==> src/rtl/csa_multi_fault_sel_gen.sv <==
// Self-test and spare-steering controller for N redundant W-bit CSA multiplier copies.
// A run streams NVEC vectors, compares every copy against the golden result and accumulates a
// sticky per-unit fault map. It then assigns the L = N-S logical lanes to healthy units in
// ascending unit order.
// Optional feature macro: FIRST_FAIL_LOG_EN adds first_fail / fail_seen per-unit failure logs.

module csa_multi_fault_sel_gen #(
  parameter int unsigned W    = 6,
  parameter int unsigned N    = 5,
  parameter int unsigned S    = 2,
  parameter int unsigned NVEC = 16,
  localparam int unsigned IW  = (N > 1) ? $clog2(N) : 1,
  localparam int unsigned L   = N - S,
  localparam int unsigned VW  = (NVEC > 1) ? $clog2(NVEC) : 1,
  localparam int unsigned CW  = $clog2(N + 1)
) (
  input  logic              clk,
  input  logic              init_n,
  input  logic              start,
  input  logic              clr,
  input  logic              vec_valid,
  input  logic [N*W-1:0]    actual_output,
  input  logic [W-1:0]      desired_output,
  output logic              vec_ready,
  output logic [VW-1:0]     vec_idx,
  output logic              busy,
  output logic              done,
  output logic              sel_valid,
  output logic [L*IW-1:0]   sel,
  output logic [N-1:0]      fault_map,
`ifdef FIRST_FAIL_LOG_EN
  output logic [N*VW-1:0]   first_fail,
  output logic [N-1:0]      fail_seen,
`endif
  output logic [CW-1:0]     fault_cnt,
  output logic              uncorrectable
);

  typedef enum logic [1:0] {StIdle, StTest, StAlloc, StDone} state_e;

  localparam logic [VW-1:0] VecLast  = VW'(NVEC - 1);
  localparam logic [IW-1:0] UnitLast = IW'(N - 1);
  localparam logic [IW-1:0] LanesW   = IW'(L);
  localparam logic [CW-1:0] SparesW  = CW'(S);

  state_e          state_q;
  logic [IW-1:0]   unit_q;
  logic [IW-1:0]   lane_q;
  logic [N-1:0]    comp;
  logic [CW-1:0]   pop;

  // Per-unit mismatch flags against the golden result
  always_comb begin
    comp = '0;
    for (int unsigned k = 0; k < N; k++) begin
      comp[k] = |(actual_output[k*W +: W] ^ desired_output);
    end
  end

  // Number of faulty units in the current map
  always_comb begin
    pop = '0;
    for (int unsigned k = 0; k < N; k++) begin
      pop = pop + CW'(fault_map[k]);
    end
  end

  // Status outputs decoded straight from the state register
  always_comb begin
    vec_ready = (state_q == StTest);
    busy      = (state_q == StTest) || (state_q == StAlloc);
    done      = (state_q == StDone);
  end

  // Controller: test sequencing, fault accumulation, lane allocation and result registers
  always_ff @(posedge clk or negedge init_n) begin
    if (!init_n) begin
      state_q       <= StIdle;
      unit_q        <= '0;
      lane_q        <= '0;
      vec_idx       <= '0;
      sel_valid     <= 1'b0;
      fault_map     <= '0;
      fault_cnt     <= '0;
      uncorrectable <= 1'b0;
      for (int unsigned l = 0; l < L; l++) begin
        sel[l*IW +: IW] <= IW'(l);
      end
`ifdef FIRST_FAIL_LOG_EN
      first_fail    <= '0;
      fail_seen     <= '0;
`endif
    end else begin
      unique case (state_q)
        StIdle: begin
          // clr and start on the same edge: map cleared, run begins from an empty map
          if (clr) begin
            fault_map  <= '0;
`ifdef FIRST_FAIL_LOG_EN
            first_fail <= '0;
            fail_seen  <= '0;
`endif
          end
          if (start) begin
            state_q   <= StTest;
            vec_idx   <= '0;
            sel_valid <= 1'b0;
          end
        end
        StTest: begin
          // vec_valid low is a stall: nothing moves
          if (vec_valid) begin
            fault_map <= fault_map | comp;
`ifdef FIRST_FAIL_LOG_EN
            for (int unsigned k = 0; k < N; k++) begin
              if (comp[k] && !fail_seen[k]) begin
                fail_seen[k]             <= 1'b1;
                first_fail[k*VW +: VW]   <= vec_idx;
              end
            end
`endif
            if (vec_idx == VecLast) begin
              vec_idx <= '0;
              state_q <= StAlloc;
              unit_q  <= '0;
              lane_q  <= '0;
              // Lanes left unfilled by the allocation pass stay at unit 0
              sel     <= '0;
            end else begin
              vec_idx <= vec_idx + VW'(1);
            end
          end
        end
        StAlloc: begin
          // One unit examined per cycle; healthy units fill lanes in ascending order
          if (!fault_map[unit_q] && (lane_q < LanesW)) begin
            sel[lane_q*IW +: IW] <= unit_q;
            lane_q               <= lane_q + IW'(1);
          end
          if (unit_q == UnitLast) begin
            state_q <= StDone;
          end else begin
            unit_q <= unit_q + IW'(1);
          end
        end
        StDone: begin
          sel_valid     <= 1'b1;
          fault_cnt     <= pop;
          uncorrectable <= (pop > SparesW);
          state_q       <= StIdle;
        end
        default: state_q <= StIdle;
      endcase
    end
  end

endmodule
==> config.mk <==
export PLATFORM = sky130hd
export DESIGN_NAME = csa_multi_fault_sel_gen
export DESIGN_NICKNAME = d
export VERILOG_FILES = /design/src/rtl/csa_multi_fault_sel_gen.sv
export SDC_FILE = /design/constraint.sdc
export NUM_CORES = 1
export LEC_CHECK = 0
export ABC_AREA = 1
export BUFFER_PORTS_ARGS = -buffer_cell sky130_fd_sc_hd__buf_2
export CAP_MARGIN = 20
export CORE_ASPECT_RATIO = 0.6
export CORE_UTILIZATION = 30
export CTS_CLUSTER_DIAMETER = 100
export DETAILED_ROUTE_END_ITERATION = 7
export PLACE_DENSITY = 0.6
export SLEW_MARGIN = 20
export SYNTH_ARGS = -nofsm -noshare
export SYNTH_HDL_FRONTEND = slang
export SYNTH_SLANG_ARGS = --single-unit
==> constraint.sdc <==
create_clock -name clk -period 1.9 [get_ports clk]
set_clock_uncertainty 0.05 [all_clocks]
set_input_delay 0.38 -clock clk [delete_from_list [all_inputs] [get_ports clk]]
set_output_delay 0.38 -clock clk [all_outputs]
set_load 0.02 [all_outputs]
==> impl_metrics.py <==
metrics = {
    "run_status": {
        "outcome": "finished with violations",
        "failed_checks": "design-rule violations, negative setup slack",
    },
    "grt": {
        "grt_overflow_total": 0,
        "grt_pass1_vias": 1834,
        "grtUsageTotal_pct": 15.2,
        "antenna_found_initial": 0,
        "grt_max_degree": 16,
        "grt_pass1_wl_mm": 8.99,
    },
    "worst_hold_path": {
        "min_path_cells": 3,
        "holdCritPathClass": "in2reg",
        "min-delay-start": "start",
        "hold_end": "sel_valid",
    },
    "cts": {
        "root_buffer": "clkbuf_16",
        "clock_path_buffers": 2,
        "cts_tree": "done",
        "clkLatencyLatePin_ns": 0.28,
        "path_clk_slew_ns": 0.06,
        "cts_made_buffers": 5,
        "htree_num_levels": 2,
        "numClockSinks": 31,
        "post_cts_buffers": 0,
    },
    "power_and_ir_drop": {
        "leakagePower_nw": 1.59,
        "power_density_mw_per_mm2": 1630,
        "total_power_mw": 4.66,
        "ir_worst_vdd_uv": 709,
    },
    "route": {
        "firstDrtPassIters": 6,
        "drcViolationCount": 5,
        "detail_route.wl_per_cell_um": 11.8,
        "vias_per_cell": 4.55,
        "num_vias": 2080,
        "drt_iter0_markers": 123,
        "detail-route-antenna-nets": 0,
        "wl_mm": 5.41,
    },
    "job": {
        "maxCapViolations": 0,
    },
    "final_layout": {
        "fin_nets": 425,
        "nFillCells": 682,
        "antenna_cells": 0,
        "area_growth_pct": 32.1,
        "layout.cells.non_filler": 457,
        "drive_gt1_share_pct": 29.5,
        "final_util_pct": 41.9,
    },
    "logic_synthesis": {
        "synth.avg_cell_area_um2": 7.46,
        "synthesis.area_mm2": 0.00216,
        "syn_inst": 290,
        "yosysWarnings": 0,
        "yosysSeqAreaShare_pct": 36.0,
        "ys_ff_latch": 31,
        "ys_types": 30,
        "syn-num-nets": 346,
        "synthTopCellsByArea": "dfrtp_1, nand2_1, ha_1",
        "yosysTopAreaCell": "dfrtp_1",
        "synth_top_cell_area_share_pct": 33.5,
    },
    "timing": {
        "timing.final.ws_setup_ns": -0.112,
        "finalCriticalPeriod_ns": 2.01,
        "setup_viol": 2,
        "rsz0062_at_grt": "yes",
        "clock.fmax_mhz": 497,
        "slew_headroom_pct": 66.8,
        "slew_viol_final": 0,
        "timing.final.hold_violations": 0,
        "tightest_slew_ns": 0.493,
        "fin_crit_sh_pct": 106,
        "fin_setup_tns_ns": -0.181,
    },
    "placement": {
        "place_congestion": 0.808,
        "pre_cts_slack_ns": -0.124,
        "dp_cells": 447,
        "io_buffer_count": 66,
        "dpl.hpwl_mm": 4.26,
    },
    "die": {
        "num_rows": 23,
        "die_y_um": 67.8,
        "initial_utilization_pct": 31.7,
        "die_x_um": 112,
        "dieArea_mm2": 0.00757,
        "core_area_mm2": 0.00682,
        "io_pins": 67,
    },
    "setup_path": {
        "end_kind": "flop",
        "critPathRequiredTime_ns": 2.01,
        "cp_max_fo": 2,
        "reg2reg_depth": 7,
        "r2r-start": "fault_map[0]",
        "r2r-end": "fault_cnt[1]",
        "critPathLaunchType": "flop",
        "arrival_ns": 2.12,
        "worstSetupPathType": "reg2reg",
        "reg2reg_slack_ns": -0.11,
    },
}
==> critical path, cell delays in order (launching register included) <==
cell and delay (ns):
dfrtp_2 0.36, inv_2 0.04, fa_1 0.52, inv_1 0.05
fa_2 0.35, inv_2 0.08, ha_4 0.20, mux2_4 0.25
==> layout make-up <==
type,instances,area (µm²),share of cell area (%)
multi-input cells,214,1240,43.4
flip-flops and latches,31,782,27.4
repair buffers,77,415,14.5
clock buffers,7,153,5.34
inverters,40,150,5.25
well taps,87,109,3.81
clock inverters,1,7.51,0.263
==> routing by layer <==
metal  vias to the layer above  part of all wire [%]  track usage, %  wire length [µm]
met2                        38                    39            21.8              2120
met1                       959                    55            22.2              2970
met4                         0                  0.70            3.21                38
li1                       1079                     -               -                 -
met5                         -                     0               0                 0
met3                         4                   5.1            4.31               277
==> state kept, by name (all words and copies together), names as in the netlist, 2 cells and up <==
signal and cells:
fault_map 5, state_q 2, vec_idx 4, fault_cnt 3
sel 9, unit_q 3, lane_q 3
==> where the power goes <==
part | internal, mW | switching (mW) | total [mW]
logic | 1.03 | 1.70 | 2.73
registers | 0.875 | 0.186 | 1.06
clock network | 0.557 | 0.302 | 0.860
==> cells in the mapped netlist <==
cell type,instances
a21oi_1,11
a21oi_2,1
a22o_1,1
buf_2,3
buf_6,1
buf_8,1
clkbuf_1,1
dfrtp_1,29
dfstp_2,2
fa_1,2
ha_1,13
inv_1,40
mux2_2,1
mux2i_1,1
nand2_1,73
nand2_2,2
nand2_4,2
nand3_1,28
nand3_2,1
nand4_1,1
nor2_1,27
nor2_4,1
nor3_1,2
o211ai_1,1
o21ai_0,24
o22ai_1,1
o31ai_1,1
or2_2,1
xnor2_1,2
xor2_1,16
==> repair_timing <==
item,4_1_cts,5_1_grt
gates resized for setup,3,7
pin swaps,2,1
hold buffers,1,0
setup endpoints to repair,2,15
endpoints found under the hold margin,12,0
gates cloned,0,1
==> cells in the final DEF (no fill, tap or decap), drive strengths merged <==
master / Yosys / routed
nand2: 77 / 78
nand3: 29 / 29
o211ai: 1 / 1
o21ai: 24 / 24
ha: 13 / 13
mux2: 1 / 1
a21oi: 12 / 12
nor2: 28 / 28
a22o: 1 / 1
clkbuf: 1 / 7
o22ai: 1 / 1
inv: 40 / 40
nand4: 1 / 1
fa: 2 / 2
dfstp: 2 / 2
mux2i: 1 / 1
o31ai: 1 / 1
or2: 1 / 1
clkinvlp: 0 / 1
buf: 5 / 76
nor3: 2 / 2
xnor2: 2 / 2
dlygate4sd3: 0 / 1
xor2: 16 / 16
dfrtp: 29 / 29
==> per-stage QoR <==
step	cell area (µm²)	hold slack, ns
floorplan	2170	0.0344
global placement	2640	0.255
detailed placement	2640	0.253
CTS	2830	0.381
global route	2860	0.394
finish	2860	0.386
==> kinds of logic after synthesis <==
logic type               after synthesis  synth area share (%)
multiplexers                           2                 0.983
AND/OR/NAND/NOR                      138                  27.5
flip-flops                            31                  36.0
AO/OA/AOI/OAI                         40                  9.89
buffers and inverters                 46                  9.02
XOR/XNOR                              18                  7.29
adder cells (fa/ha/maj)               15                  9.37
==> worst max path at each step <==
stage                            start      endpoint
after floorplan           fault_map[0]  fault_cnt[1]
after global placement    fault_map[0]  fault_cnt[1]
after detailed placement  fault_map[0]  fault_cnt[1]
after CTS                 fault_map[0]  fault_cnt[1]
after global routing      fault_map[0]  fault_cnt[1]
final                     fault_map[0]  fault_cnt[1]
Note: power is estimated with default switching activity, not from simulation.
